[src/rtl/pipe_hazard_ctrl_if.sv]
// Bundle of hazard-unit inputs from ID/EX/MEM and the stall/flush controls it returns.
// The controller takes the slave side; the stage logic or bench drives the master side.
interface pipe_hazard_ctrl_if #(
  parameter int REG_W = 3,
  parameter int CNT_W = 16
);
  logic [REG_W-1:0] id_rs_i;
  logic [REG_W-1:0] id_rt_i;
  logic             id_uses_rs_i;
  logic             id_uses_rt_i;
  logic             ex_memread_i;
  logic [REG_W-1:0] ex_rd_i;
  logic             ex_branch_taken_i;
  logic             mem_req_i;
  logic             mem_ready_i;
  logic             halt_i;
  logic             resume_i;
  logic             pc_write_o;
  logic             ifid_dhz_o;
  logic             ifid_chz_o;
  logic             idex_flush_o;
  logic             exmem_hold_o;
  logic [1:0]       state_o;
  logic [CNT_W-1:0] stall_cnt_o;
  logic [CNT_W-1:0] flush_cnt_o;

  modport master (
    output id_rs_i, id_rt_i, id_uses_rs_i, id_uses_rt_i, ex_memread_i, ex_rd_i,
           ex_branch_taken_i, mem_req_i, mem_ready_i, halt_i, resume_i,
    input  pc_write_o, ifid_dhz_o, ifid_chz_o, idex_flush_o, exmem_hold_o,
           state_o, stall_cnt_o, flush_cnt_o
  );

  modport slave (
    input  id_rs_i, id_rt_i, id_uses_rs_i, id_uses_rt_i, ex_memread_i, ex_rd_i,
           ex_branch_taken_i, mem_req_i, mem_ready_i, halt_i, resume_i,
    output pc_write_o, ifid_dhz_o, ifid_chz_o, idex_flush_o, exmem_hold_o,
           state_o, stall_cnt_o, flush_cnt_o
  );
endinterface

[src/rtl/pipe_hazard_ctrl.sv]
// Five-stage pipeline hazard controller: load-use stalls, branch flushes, data-memory
// wait freezes and a drain-then-halt sequence, with saturating stall/flush statistics.
module pipe_hazard_ctrl #(
  parameter int REG_W     = 3,
  parameter int CNT_W     = 16,
  parameter int DRAIN_CYC = 3
) (
  input  logic              clk_i,
  input  logic              rst_n,
  pipe_hazard_ctrl_if.slave hz
);

  typedef enum logic [1:0] {
    RUN      = 2'd0,
    MEM_WAIT = 2'd1,
    DRAIN    = 2'd2,
    HALTED   = 2'd3
  } state_e;

  localparam int DW = (DRAIN_CYC > 1) ? $clog2(DRAIN_CYC) : 1;

  state_e           state_q, state_d;
  logic [DW-1:0]    drain_q, drain_d;
  logic [CNT_W-1:0] stall_q, stall_d;
  logic [CNT_W-1:0] flush_q, flush_d;

  logic load_use;
  logic mem_stall;
  logic flush_evt;
  logic pc_write, dhz, chz, idex_flush, exmem_hold;

  function automatic logic [CNT_W-1:0] sat_inc(input logic [CNT_W-1:0] v);
    return (&v) ? v : v + 1'b1;
  endfunction

  // r0 is hardwired zero, so a load targeting it never blocks a consumer.
  assign load_use = hz.ex_memread_i && (hz.ex_rd_i != '0) &&
                    ((hz.id_uses_rs_i && (hz.id_rs_i == hz.ex_rd_i)) ||
                     (hz.id_uses_rt_i && (hz.id_rt_i == hz.ex_rd_i)));
  assign mem_stall = hz.mem_req_i && !hz.mem_ready_i;

  always_comb begin
    state_d    = state_q;
    drain_d    = drain_q;
    pc_write   = 1'b1;
    dhz        = 1'b0;
    chz        = 1'b0;
    idex_flush = 1'b0;
    exmem_hold = 1'b0;
    flush_evt  = 1'b0;

    case (state_q)
      RUN: begin
        if (mem_stall) begin
          pc_write   = 1'b0;
          dhz        = 1'b1;
          exmem_hold = 1'b1;
          state_d    = MEM_WAIT;
        end else if (hz.ex_branch_taken_i) begin
          chz        = 1'b1;
          idex_flush = 1'b1;
          flush_evt  = 1'b1;
        end else if (load_use) begin
          pc_write   = 1'b0;
          dhz        = 1'b1;
          idex_flush = 1'b1;
        end else if (hz.halt_i) begin
          state_d = DRAIN;
          drain_d = '0;
        end
      end

      MEM_WAIT: begin
        if (!hz.mem_ready_i) begin
          pc_write   = 1'b0;
          dhz        = 1'b1;
          exmem_hold = 1'b1;
        end else begin
          state_d = RUN;
        end
      end

      DRAIN: begin
        // A memory wait freezes the whole pipe, including the drain count.
        if (mem_stall) begin
          pc_write   = 1'b0;
          dhz        = 1'b1;
          exmem_hold = 1'b1;
        end else begin
          chz = 1'b1;
          if (hz.ex_branch_taken_i) begin
            idex_flush = 1'b1;
            flush_evt  = 1'b1;
          end else begin
            pc_write = 1'b0;
          end
          if (drain_q == DW'(DRAIN_CYC - 1)) state_d = HALTED;
          else                               drain_d = drain_q + 1'b1;
        end
      end

      HALTED: begin
        pc_write = 1'b0;
        chz      = 1'b1;
        if (hz.resume_i) state_d = RUN;
      end

      default: state_d = RUN;
    endcase

    // While in reset the front end is held empty.
    if (!rst_n) begin
      pc_write   = 1'b0;
      dhz        = 1'b0;
      chz        = 1'b1;
      idex_flush = 1'b1;
      exmem_hold = 1'b0;
      flush_evt  = 1'b0;
    end
  end

  assign stall_d = dhz       ? sat_inc(stall_q) : stall_q;
  assign flush_d = flush_evt ? sat_inc(flush_q) : flush_q;

  always_ff @(posedge clk_i or negedge rst_n) begin
    if (!rst_n) begin
      state_q <= RUN;
      drain_q <= '0;
      stall_q <= '0;
      flush_q <= '0;
    end else begin
      state_q <= state_d;
      drain_q <= drain_d;
      stall_q <= stall_d;
      flush_q <= flush_d;
    end
  end

  assign hz.pc_write_o   = pc_write;
  assign hz.ifid_dhz_o   = dhz;
  assign hz.ifid_chz_o   = chz;
  assign hz.idex_flush_o = idex_flush;
  assign hz.exmem_hold_o = exmem_hold;
  assign hz.state_o      = state_q;
  assign hz.stall_cnt_o  = stall_q;
  assign hz.flush_cnt_o  = flush_q;

endmodule

[src/flat_wrapper.sv]
// flat-port wrapper written by rule: the top's interface ports become plain ports
module pipe_hazard_ctrl_flat 
#(
  parameter int REG_W     = 3,
  parameter int CNT_W     = 16,
  parameter int DRAIN_CYC = 3
)
  (clk_i, rst_n, hz_id_rs_i, hz_id_rt_i, hz_id_uses_rs_i, hz_id_uses_rt_i, hz_ex_memread_i, hz_ex_rd_i, hz_ex_branch_taken_i, hz_mem_req_i, hz_mem_ready_i, hz_halt_i, hz_resume_i, hz_pc_write_o, hz_ifid_dhz_o, hz_ifid_chz_o, hz_idex_flush_o, hz_exmem_hold_o, hz_state_o, hz_stall_cnt_o, hz_flush_cnt_o);
  pipe_hazard_ctrl_if #(.REG_W(REG_W), .CNT_W(CNT_W)) hz_i ();
  input  logic clk_i;
  input  logic rst_n;
  input wire logic [$bits(hz_i.id_rs_i)-1:0] hz_id_rs_i;
  input wire logic [$bits(hz_i.id_rt_i)-1:0] hz_id_rt_i;
  input wire logic [$bits(hz_i.id_uses_rs_i)-1:0] hz_id_uses_rs_i;
  input wire logic [$bits(hz_i.id_uses_rt_i)-1:0] hz_id_uses_rt_i;
  input wire logic [$bits(hz_i.ex_memread_i)-1:0] hz_ex_memread_i;
  input wire logic [$bits(hz_i.ex_rd_i)-1:0] hz_ex_rd_i;
  input wire logic [$bits(hz_i.ex_branch_taken_i)-1:0] hz_ex_branch_taken_i;
  input wire logic [$bits(hz_i.mem_req_i)-1:0] hz_mem_req_i;
  input wire logic [$bits(hz_i.mem_ready_i)-1:0] hz_mem_ready_i;
  input wire logic [$bits(hz_i.halt_i)-1:0] hz_halt_i;
  input wire logic [$bits(hz_i.resume_i)-1:0] hz_resume_i;
  output wire logic [$bits(hz_i.pc_write_o)-1:0] hz_pc_write_o;
  output wire logic [$bits(hz_i.ifid_dhz_o)-1:0] hz_ifid_dhz_o;
  output wire logic [$bits(hz_i.ifid_chz_o)-1:0] hz_ifid_chz_o;
  output wire logic [$bits(hz_i.idex_flush_o)-1:0] hz_idex_flush_o;
  output wire logic [$bits(hz_i.exmem_hold_o)-1:0] hz_exmem_hold_o;
  output wire logic [$bits(hz_i.state_o)-1:0] hz_state_o;
  output wire logic [$bits(hz_i.stall_cnt_o)-1:0] hz_stall_cnt_o;
  output wire logic [$bits(hz_i.flush_cnt_o)-1:0] hz_flush_cnt_o;
  assign hz_i.id_rs_i = hz_id_rs_i;
  assign hz_i.id_rt_i = hz_id_rt_i;
  assign hz_i.id_uses_rs_i = hz_id_uses_rs_i;
  assign hz_i.id_uses_rt_i = hz_id_uses_rt_i;
  assign hz_i.ex_memread_i = hz_ex_memread_i;
  assign hz_i.ex_rd_i = hz_ex_rd_i;
  assign hz_i.ex_branch_taken_i = hz_ex_branch_taken_i;
  assign hz_i.mem_req_i = hz_mem_req_i;
  assign hz_i.mem_ready_i = hz_mem_ready_i;
  assign hz_i.halt_i = hz_halt_i;
  assign hz_i.resume_i = hz_resume_i;
  assign hz_pc_write_o = hz_i.pc_write_o;
  assign hz_ifid_dhz_o = hz_i.ifid_dhz_o;
  assign hz_ifid_chz_o = hz_i.ifid_chz_o;
  assign hz_idex_flush_o = hz_i.idex_flush_o;
  assign hz_exmem_hold_o = hz_i.exmem_hold_o;
  assign hz_state_o = hz_i.state_o;
  assign hz_stall_cnt_o = hz_i.stall_cnt_o;
  assign hz_flush_cnt_o = hz_i.flush_cnt_o;
  pipe_hazard_ctrl #(.REG_W(REG_W), .CNT_W(CNT_W), .DRAIN_CYC(DRAIN_CYC)) u_core (.clk_i(clk_i), .rst_n(rst_n), .hz(hz_i));
endmodule
[config.mk]
export PLATFORM = sky130hd
export DESIGN_NAME = pipe_hazard_ctrl_flat
export DESIGN_NICKNAME = d
export VERILOG_FILES = /design/src/rtl/pipe_hazard_ctrl_if.sv /design/src/rtl/pipe_hazard_ctrl.sv /design/src/flat_wrapper.sv
export SDC_FILE = /design/constraint.sdc
export NUM_CORES = 1
export LEC_CHECK = 0
export BUFFER_PORTS_ARGS = -buffer_cell sky130_fd_sc_hd__buf_2
export CELL_PAD_IN_SITES_DETAIL_PLACEMENT = 1
export CELL_PAD_IN_SITES_GLOBAL_PLACEMENT = 1
export CORE_UTILIZATION = 30
export DETAILED_ROUTE_END_ITERATION = 12
export PLACE_DENSITY_LB_ADDON = 0.3
export SLEW_MARGIN = 5
export SYNTH_ARGS = -nofsm -noshare
export SYNTH_HDL_FRONTEND = slang
export SYNTH_SLANG_ARGS = --single-unit
export TNS_END_PERCENT = 1
[constraint.sdc]
create_clock -name clk_i -period 1.95 [get_ports clk_i]
set_input_delay 0.0975 -clock clk_i [delete_from_list [all_inputs] [get_ports clk_i]]
set_output_delay 0.0975 -clock clk_i [all_outputs]
set_load 0.02 [all_outputs]
==> results of run 1 <==
==> synth_stat cells, types with 3 or more instances <==
| cell type | number | area share (%) |
|---|---|---|
| dfrtp_1 | 36 | 46 |
| nand2_1 | 24 | 4.6 |
| xnor2_1 | 23 | 10 |
| nand3_1 | 16 | 4.0 |
| nor2_1 | 16 | 3.0 |
| xor2_1 | 9 | 4.0 |
| nand4_1 | 8 | 2.5 |
| inv_1 | 6 | 1.1 |
| mux2_2 | 5 | 2.8 |
| nand2b_1 | 5 | 1.6 |
| and3_1 | 4 | 1.3 |
| buf_2 | 3 | 0.76 |
| ha_1 | 3 | 1.9 |
| o21ai_0 | 3 | 0.76 |
==> power by group <==
part	leakage (nW)	internal, mW	switching (mW)
clock	0.0422	0.251	0.264
combinational	0.741	0.359	0.498
sequential	0.473	0.893	0.167
total	1.26	1.50	0.929
==> metal layers <==
layer | part of all wire, % | vias up
li1 | - | 813
met1 | 46 | 820
met2 | 47 | 41
met3 | 5.5 | 4
met4 | 1.0 | 0
met5 | 0 | -
==> sequential cells by signal, summed over array words and instances (netlist names) <==
register               cells
u_core.drain_q             2
u_core.hz.flush_cnt_o     16
u_core.hz.stall_cnt_o     16
u_core.hz.state_o          2
==> cell type report <==
| class | count | area (um^2) | share of cell area [%] |
|---|---|---|---|
| multi-input cells | 149 | 1020 | 41.0 |
| inverters | 6 | 22.5 | 0.901 |
| repair buffers | 68 | 370 | 14.8 |
| clock buffers | 7 | 76.3 | 3.05 |
| clock inverters | 1 | 5.00 | 0.200 |
| well taps | 77 | 96.3 | 3.86 |
| flip-flops and latches | 36 | 903 | 36.2 |
==> how the worst min path moves through the flow <==
stage	end	start	slack, ns
4_1_cts	u_core.hz.state_o[1]$_DFFE_PN0P_	hz_ex_branch_taken_i	0.05
2_1_floorplan	u_core.drain_q[0]$_DFFE_PN0P_	rst_n	-0.20
3_3_place_gp	u_core.hz.state_o[1]$_DFFE_PN0P_	rst_n	-0.03
6_report	u_core.hz.state_o[1]$_DFFE_PN0P_	hz_ex_branch_taken_i	0.06
3_5_place_dp	u_core.hz.state_o[1]$_DFFE_PN0P_	rst_n	-0.02
5_1_grt	u_core.hz.state_o[1]$_DFFE_PN0P_	hz_ex_branch_taken_i	0.07
==> timing repair <==
action                     4_1_cts  5_1_grt
hold endpoints to repair         4        0
setup buffers                    0        0
resized for setup                0        1
hold buffers                     1        0
setup endpoints to repair        0        2
==> metrics by stage <==
step / total power [mW] / utilization (%) / setup WS (ns) / setup TNS [ns]
2_1_floorplan: 1.62 / - / -0.0154 / -0.0154
3_3_place_gp: 1.92 / 37.8 / 0.163 / 0
3_5_place_dp: 1.94 / 37.8 / 0.123 / 0
4_1_cts: 2.48 / 39.3 / 0.0805 / 0
5_1_grt: 2.60 / 39.3 / 0.00640 / 0
6_report: 2.43 / 39.3 / 0.103 / 0
==> cell families (layout without fill, tap and decap cells) <==
group,count (synthesis),count (layout),share of synthesized area [%]
multiplexers,7,7,3.92
adder cells (fa/ha/maj),3,3,1.90
XOR/XNOR,32,32,14.2
AO/OA/AOI/OAI,15,15,6.45
flip-flops,36,36,45.5
buffers and inverters,11,82,3.04
AND/OR/NAND/NOR,92,92,25.0
==> critical path, stage by stage (launching register included) <==
cell and delay [ns]:
dfrtp_2 0.40, ha_1 0.19, and4_1 0.22, inv_1 0.05, or3_4 0.43, nand2_2 0.12
mux2_1 0.33
==> summary.txt, run 1 <==
Place
  • Post-Place Cell Area: 2400 um^2
  • DP HPWL: 3690 um
  • GP Congestion: 0.707
  • Number of port buffers: 57
  • DP Cell Count: 335

Clock tree
  • H-Tree Depth: 2
  • CTS clk-pin slew, worst paths: 0.08 ns
  • Clock Sinks: 36
  • CTS root buffer: clkbuf_8
  • CTS Buf Count: 5
  • TritonCTS clock tree: yes
  • Worst-Skew Late Latency: 0.29 ns
  • Clock Path Buffers: 2

STA
  • RSZ-0062 raised after global routing: no
  • Slew HR: 72.2%
  • Clock skew: 0.00911 ns
  • Fin. Hold Viols: 0
  • Final setup violation count: 0
  • Max Slew Vio Count: 0
  • Period utilization: 94.7%
  • Hold slack: 0.0619 ns
  • Min cycle time layout: 1.85 ns
  • Upper clock frequency limit: 541 MHz
  • Worst Tran Pin Value: 0.417 ns

Logic synthesis
  • Register area share after synthesis: 45.5%
  • Distinct cells, synth: 42
  • Mapped Nets: 218
  • Main synth FF type: dfrtp_1
  • Cells after Synth: 196
  • Mapped Avg Cell Area: 10.1 um^2
  • Post-synth EDFFs: 0
  • Post-synth ARST share: 100%
  • YS warnings: 0
  • Post-Syn Area: 1980 um^2
  • Seq cells post-synth: 36

Cells and area
  • Most common cell after layout, fill and taps aside: buf_2
  • Finished Layout Cells: 344
  • Share of layout cells above drive strength 1: 34.5%
  • Filler cells: 752
  • Final-stage net count: 288
  • Most frequent cells in the layout: buf_2, dfrtp_1, nand2_1, xnor2_1, nand3_1
  • Finished Cell Area: 2500 um^2
  • P&R area growth vs syn: 26.3%
  • Antenna diodes: 0

Global route
  • Met2 GRT Util: 23.5%
  • First-pass GRT wire length: 8320 um
  • Tot GR Track Use: 14.9%
  • Met3 Use GR: 3.78%
  • GR Layer Usage met1: 19.7%
  • Initial antenna violation count: 0
  • Vias in the first global route: 1707
  • Largest net degree at the start of global routing: 33
  • Busiest grt layer: met2
  • Total gr overflow: 0

Worst setup path
  • Reg2reg end: u_core.hz.stall_cnt_o[1]$_DFFE_PN0P_
  • Reg2reg setup slack: 0.10 ns
  • Setup Crit Path Kind: register to register
  • CP max FO: 12
  • Worst Path Arrival: 2.02 ns
  • Critical Path End: u_core.hz.stall_cnt_o[1]$_DFFE_PN0P_
  • Worst r2r src: u_core.hz.stall_cnt_o[0]$_DFFE_PN0P_
  • Critical path launch point type: register
  • Critical Path RT: 2.12 ns
  • CP endpoint kind: register
  • FF-to-FF path depth: 6
  • Start point of the critical path: u_core.hz.stall_cnt_o[0]$_DFFE_PN0P_

Route
  • DR iter-0 viols: 45
  • Final wirelength: 4810 um
  • Routed vias/inst: 4.88
  • Drt wl/cell: 14.0 um
  • Vias: 1678
  • Remaining antenna violation count: 0
  • Drt pass-1 iters: 4
  • DRC: 0

Hold path
  • WHS Path Cells: 2
  • Hold WC Path Type: input pin to register

Floorplanning
  • Rows: 29
  • Initial core utilization: 31.2%
  • Die X: 83.2 um
  • Die ar.: 6920 um^2
  • Core ar.: 6350 um^2
  • Top-Level Pins: 58
  • Die Ht: 83.2 um

Pwr
  • Pwr Density: 973 nW/um^2
  • Leak: 1.26 nW
  • Max VDD drop: 513 uV

Job
  • Max Cap Viol: 0

Run status
  • Status: finished clean
Note: power is estimated with default switching activity, not from simulation.
==> inputs of run 2 (changes only) <==
- CORE_UTILIZATION: 30 -> 35
==> summary.txt, run 2 (synthesis gave the netlist of run 1 again) <==
Worst setup path
  • Critical Path End: u_core.hz.stall_cnt_o[1]$_DFFE_PN0P_
  • Setup Crit Path Kind: register to register
  • FF-to-FF path depth: 6 (unchanged)
  • Reg2reg end: u_core.hz.stall_cnt_o[1]$_DFFE_PN0P_
  • Worst r2r src: u_core.hz.stall_cnt_o[0]$_DFFE_PN0P_
  • CP endpoint kind: register
  • Start point of the critical path: u_core.hz.stall_cnt_o[0]$_DFFE_PN0P_
  • Worst Path Arrival: 2.00 ns (-0.02 ns)
  • Critical Path RT: 2.11 ns (about the same)
  • Critical path launch point type: register
  • CP max FO: 12 (unchanged)
  • Reg2reg setup slack: 0.11 ns (about the same)

Global route
  • Vias in the first global route: 1709 (+0.12%)
  • Busiest grt layer: met2
  • GR Layer Usage met1: 21.5% (+1.8 points)
  • Total gr overflow: 0 (unchanged)
  • First-pass GRT wire length: 8050 um (-3.2%)
  • Met2 GRT Util: 28.4% (+4.9 points)
  • Met3 Use GR: 4.52% (+0.75 points)
  • Initial antenna violation count: 0 (unchanged)
  • Largest net degree at the start of global routing: 31 (-6.1%)
  • Tot GR Track Use: 17.1% (+2.2 points)

Pwr
  • Pint: 1.54 mW (+2.3%)
  • Max VDD drop: 582 uV (+14%)
  • Pwr Density: 985 nW/um^2 (+1.3%)
  • Total power: 2.45 mW (+0.75%)
  • Switching Share: 37.3% (-0.92 points)
  • Psw: 913 uW (-1.7%)
  • Leak: 1.25 nW (-0.75%)
  • Register share of total power: 42.4% (-1.2 points)
  • Clock network power share: 22.4% (+1.2 points)
  • Combinational power share: 35.2% (about the same)

Floorplanning
  • Die Ht: 77.2 um (-7.2%)
  • Die ar.: 5960 um^2 (-14%)
  • Core ar.: 5470 um^2 (-14%)
  • Initial core utilization: 36.1% (+5.0 points)
  • Die X: 77.2 um (-7.2%)
  • Rows: 27 (-6.9%)
  • Top-Level Pins: 58 (unchanged)

Place
  • GP Congestion: 0.720 (+1.9%)
  • DP HPWL: 3490 um (-5.5%)
  • Number of port buffers: 57 (unchanged)
  • Pre-CTS setup slack: 0.114 ns (-0.00823 ns)

STA
  • Slew HR: 72.2% (about the same)
  • Final setup violation count: 0 (unchanged)
  • Min cycle time layout: 1.84 ns (-0.00433 ns)
  • RSZ-0062 raised after global routing: no
  • Max Slew Vio Count: 0 (unchanged)
  • Final Worst Setup Slack: 0.107 ns (+0.00433 ns)
  • Upper clock frequency limit: 543 MHz (+0.24%)
  • Period utilization: 94.5% (-0.22 points)
  • Fin. Hold Viols: 0 (unchanged)
  • Clock skew: 0.00578 ns (-0.00333 ns)
  • Worst Tran Pin Value: 0.417 ns (-0.000156 ns)

Route
  • DR iter-0 viols: 51 (+13%)
  • Drt wl/cell: 13.9 um (-0.98%)
  • Drt pass-1 iters: 4 (unchanged)
  • Routed vias/inst: 4.92 (+0.86%)
  • Vias: 1658 (-1.2%)
  • DRC: 0 (unchanged)
  • Remaining antenna violation count: 0 (unchanged)
  • Final wirelength: 4670 um (-3.0%)

Clock tree
  • CTS Buf Count: 5 (unchanged)
  • H-Tree Depth: 2 (unchanged)
  • Worst-Skew Late Latency: 0.28 ns (about the same)
  • Clock Path Buffers: 2 (unchanged)
  • CTS root buffer: clkbuf_8
  • Clock Sinks: 36 (unchanged)
  • TritonCTS clock tree: yes
  • CTS clk-pin slew, worst paths: 0.07 ns (about the same)

Hold path
  • Hold WC Path Type: input pin to register

Cells and area
  • Antenna diodes: 0 (unchanged)
  • Filler cells: 692 (-8.0%)
  • Most frequent cells in the layout: buf_2, dfrtp_1, nand2_1, xnor2_1, nand3_1
  • Share of layout cells above drive strength 1: 34.0% (-0.49 points)
  • Final-stage net count: 286 (-0.69%)
  • Most common cell after layout, fill and taps aside: buf_2
  • P&R area growth vs syn: 25.7%

Job
  • Max Cap Viol: 0 (unchanged)

Run status
  • Status: finished clean
## run 2: cell types whose count changed in the layout (fill, tap and decap cells not counted), sizes merged
cell | before | now
buf | 67 | 65
clkbuf | 7 | 8
clkinv | 1 | 0
## run 2: area by class of cell
| class | count | area (um^2) | share of cell area (%) |
|---|---|---|---|
| clock buffer | 8 | 90.1 | 3.62 |
| inverter | 6 | 22.5 | 0.906 |
| multi-input combinational | 149 | 1020 | 41.2 |
| tap | 72 | 90.1 | 3.62 |
| sequential | 36 | 903 | 36.3 |
| timing repair buffer | 66 | 355 | 14.3 |
## run 2: stage by stage
step / setup TNS, ns / utilization (%) / instance area [um^2] / instances / hold slack, ns
finish: 0 / 45.4 / 2490 / 337 / 0.0569
global route: 0 / 45.4 / 2490 / 337 / 0.0502
detailed placement: 0 / 43.5 / 2380 / 328 / 0.102
global placement: 0 / 43.5 / 2380 / 328 / 0.103
CTS: 0 / 45.3 / 2480 / 337 / 0.0422
floorplan: -0.0154 / - / 1980 / 196 / -0.198
## run 2: routing by layer
layer  vias up  wire length, um
met2        35             2230
met4         0               31
met1       817             2170
li1        804                -
met5         -                0
met3         2              237
## run 2: power groups by stage
stage,Combinational [mW],Sequential (mW),Clock (mW)
2_1_floorplan,0.437,1.18,0
3_3_place_gp,0.853,1.05,0
3_5_place_dp,0.871,1.06,0
4_1_cts,0.879,1.04,0.574
5_1_grt,0.971,1.07,0.601
6_report,0.862,1.04,0.548
## run 2: what timing repair did
| action | 4_1_cts | 5_1_grt |
|---|---|---|
| buffers inserted | 0 | 0 |
| hold endpoints to repair | 36 | 0 |
| setup endpoints to repair | 0 | 2 |
| gates resized for setup | 0 | 1 |
| hold buffers | 1 | 0 |
## run 2: worst min-delay path by stage
stage,start,end,slack (ns),cells past startpoint
after floorplan,rst_n,u_core.drain_q[0]$_DFFE_PN0P_,-0.20,0
after global placement,rst_n,u_core.hz.state_o[1]$_DFFE_PN0P_,0.10,2
after detailed placement,rst_n,u_core.hz.state_o[1]$_DFFE_PN0P_,0.10,2
after CTS,hz_ex_branch_taken_i,u_core.hz.state_o[1]$_DFFE_PN0P_,0.04,2
after global routing,hz_ex_branch_taken_i,u_core.hz.state_o[1]$_DFFE_PN0P_,0.05,2
final,hz_ex_branch_taken_i,u_core.hz.state_o[1]$_DFFE_PN0P_,0.06,2
## run 2: critical path: stages, from the launching register on
cell	delay [ns]
dfrtp_2	0.39
ha_1	0.18
and4_1	0.22
inv_1	0.05
or3_4	0.44
nand2_2	0.12
mux2_1	0.32
==> inputs of run 3 (changes only) <==
- CORE_UTILIZATION: 35 -> 39
- clock period: 1.95 -> 1.9 ns (I/O delays scaled with it)
==> summary.txt, run 3 (synthesis gave the netlist of run 1 again) <==
Pwr
  • Leak: 1.29 nW (+3.3%)
  • Combinational power share: 36.5% (+1.3 points)
  • Switching Share: 37.9% (+0.64 points)
  • Pint: 1.61 mW (+4.6%)
  • Max VDD drop: 536 uV (-7.9%)
  • Clock network power share: 21.7% (-0.7 points)
  • Pwr Density: 1020 nW/um^2 (+3.1%)
  • Psw: 982 uW (+7.5%)
  • Register share of total power: 41.8% (-0.6 points)

Place
  • DP HPWL: 3700 um (+5.9%)
  • GP Congestion: 0.732 (+1.7%)
  • Pre-CTS setup slack: 0.0424 ns (-0.0719 ns)
  • Post-Place Cell Area: 2400 um^2 (+1.0%)
  • Number of port buffers: 57 (unchanged)
  • DP Cell Count: 327 (-0.30%)

Floorplanning
  • Top-Level Pins: 58 (unchanged)
  • Initial core utilization: 41.1% (+4.9 points)
  • Die Ht: 73.2 um (-5.1%)
  • Die ar.: 5360 um^2 (-10%)
  • Rows: 25 (-7.4%)
  • Die X: 73.2 um (-5.1%)
  • Core ar.: 4820 um^2 (-12%)

Cells and area
  • Final-stage net count: 294 (+2.8%)
  • Finished Cell Area: 2550 um^2 (+2.5%)
  • P&R area growth vs syn: 28.8%
  • Filler cells: 601 (-13%)
  • Most common cell after layout, fill and taps aside: buf_2
  • Antenna diodes: 0 (unchanged)
  • Finished Layout Cells: 340 (+0.89%)
  • Final core occ: 52.9% (+7.5 points)
  • Most frequent cells in the layout: buf_2, dfrtp_1, nand2_1, xnor2_1
  • Share of layout cells above drive strength 1: 37.0% (+3.0 points)

Worst setup path
  • Reg2reg setup slack: 0.03 ns (-0.08 ns)
  • Critical path launch point type: register
  • Setup Crit Path Kind: register to register
  • Worst r2r src: u_core.hz.stall_cnt_o[0]$_DFFE_PN0P_
  • Reg2reg end: u_core.hz.stall_cnt_o[1]$_DFFE_PN0P_
  • FF-to-FF path depth: 6 (unchanged)
  • Critical Path RT: 2.07 ns (-0.04 ns)
  • Start point of the critical path: u_core.hz.stall_cnt_o[0]$_DFFE_PN0P_
  • Worst Path Arrival: 2.05 ns (+0.05 ns)
  • Critical Path End: u_core.hz.stall_cnt_o[1]$_DFFE_PN0P_
  • CP max FO: 6 (-6)
  • CP endpoint kind: register

Global route
  • GR Layer Usage met1: 27.1% (+5.6 points)
  • Total gr overflow: 0 (unchanged)
  • Initial antenna violation count: 0 (unchanged)
  • Met3 Use GR: 4.83% (+0.31 points)
  • Vias in the first global route: 1739 (+1.8%)
  • Largest net degree at the start of global routing: 33 (+6.5%)
  • Busiest grt layer: met2
  • Tot GR Track Use: 20.1% (+3.1 points)
  • Met2 GRT Util: 31.8% (+3.4 points)
  • First-pass GRT wire length: 8200 um (+1.9%)

STA
  • Final Worst Setup Slack: 0.0274 ns (-0.0801 ns)
  • Worst Tran Pin Value: 0.417 ns (+0.000119 ns)
  • Period utilization: 98.6% (+4.1 points)
  • Clock skew: 0.00700 ns (+0.00121 ns)
  • Final setup violation count: 0 (unchanged)
  • Max Slew Vio Count: 0 (unchanged)
  • RSZ-0062 raised after global routing: yes
  • Fin. Hold Viols: 0 (unchanged)
  • Slew HR: 72.2% (about the same)
  • Upper clock frequency limit: 534 MHz (-1.6%)
  • Min cycle time layout: 1.87 ns (+0.0301 ns)

Clock tree
  • Clock Path Buffers: 2 (unchanged)
  • Clock Sinks: 36 (unchanged)
  • CTS root buffer: clkbuf_8
  • H-Tree Depth: 2 (unchanged)
  • TritonCTS clock tree: yes
  • Worst-Skew Late Latency: 0.29 ns (about the same)
  • CTS clk-pin slew, worst paths: 0.08 ns (about the same)
  • CTS Buf Count: 5 (unchanged)

Route
  • Drt pass-1 iters: 4 (unchanged)
  • DRC: 0 (unchanged)
  • Vias: 1706 (+2.9%)
  • DR iter-0 viols: 47 (-7.8%)
  • Remaining antenna violation count: 0 (unchanged)
  • Routed vias/inst: 5.02 (+2.0%)
  • Drt wl/cell: 14.7 um (+6.2%)
  • Final wirelength: 5000 um (+7.2%)

Job
  • Max Cap Viol: 0 (unchanged)

Run status
  • Status: finished clean

Hold path
  • Hold WC Path Type: input pin to register
-- run 3: cell count changes in the layout (fill, tap and decap cells not counted), sizes merged --
| cell | delta |
|---|---|
| or3 | +1 |
| buf | +7 |
| clkinv | +2 |
| clkbuf | -2 |
-- run 3: worst min-delay path by stage --
| stage | startpoint | endpoint | slack [ns] | depth (start not counted) |
|---|---|---|---|---|
| global placement | rst_n | u_core.hz.flush_cnt_o[4]$_DFFE_PN0P_ | -0.04 | 1 |
| global route | hz_ex_branch_taken_i | u_core.hz.state_o[1]$_DFFE_PN0P_ | 0.06 | 2 |
| floorplan | rst_n | u_core.drain_q[0]$_DFFE_PN0P_ | -0.20 | 0 |
| detailed placement | rst_n | u_core.hz.flush_cnt_o[5]$_DFFE_PN0P_ | -0.04 | 1 |
| finish | hz_ex_branch_taken_i | u_core.hz.state_o[1]$_DFFE_PN0P_ | 0.06 | 2 |
| CTS | hz_ex_branch_taken_i | u_core.hz.state_o[1]$_DFFE_PN0P_ | 0.05 | 2 |
-- run 3: cell type report --
type	count	area, um^2	share of cell area, %
repair buffers	73	410	16.1
multi-input cells	150	1030	40.6
inverters	6	22.5	0.884
clock buffers	6	82.6	3.24
well taps	67	83.8	3.29
flip-flops and latches	36	903	35.5
clock inverters	2	10.0	0.393
-- run 3: timing repair --
| action | 4_1_cts | 5_1_grt |
|---|---|---|
| hold buffers | 1 | 0 |
| endpoints found under the hold margin | 4 | 0 |
| resized for setup | 0 | 3 |
| endpoints found under the setup margin | 0 | 5 |
| setup buffers | 0 | 3 |
-- run 3: power groups by stage --
stage                     Combinational, mW  Sequential (mW)  Clock, mW
after floorplan                       0.449             1.21          0
after global placement                0.868             1.08          0
after detailed placement              0.900             1.10          0
after CTS                             0.905             1.08      0.582
after global routing                   1.04             1.10      0.605
final                                 0.945             1.08      0.562
-- run 3: routing by layer --
metal | routed length, um | up-vias | share of wire [%]
li1 | - | 822 | -
met4 | 44 | 0 | 0.88
met1 | 2400 | 835 | 48
met3 | 237 | 5 | 4.7
met2 | 2320 | 44 | 46
met5 | 0 | - | 0
-- run 3: per-stage QoR --
stage	setup TNS [ns]	hold WS, ns	total power, mW
3_5_place_dp	0	-0.0424	2.00
2_1_floorplan	-0.0739	-0.201	1.66
4_1_cts	0	0.0480	2.57
6_report	0	0.0601	2.59
3_3_place_gp	0	-0.0432	1.95
5_1_grt	-0.163	0.0585	2.75
-- run 3: critical path, cell delays in order (launching register included) --
cell     delay, ns
dfrtp_2       0.38
ha_2          0.21
and4_1        0.24
inv_1         0.06
or3_4         0.42
nand2_2       0.11
mux2_1        0.33
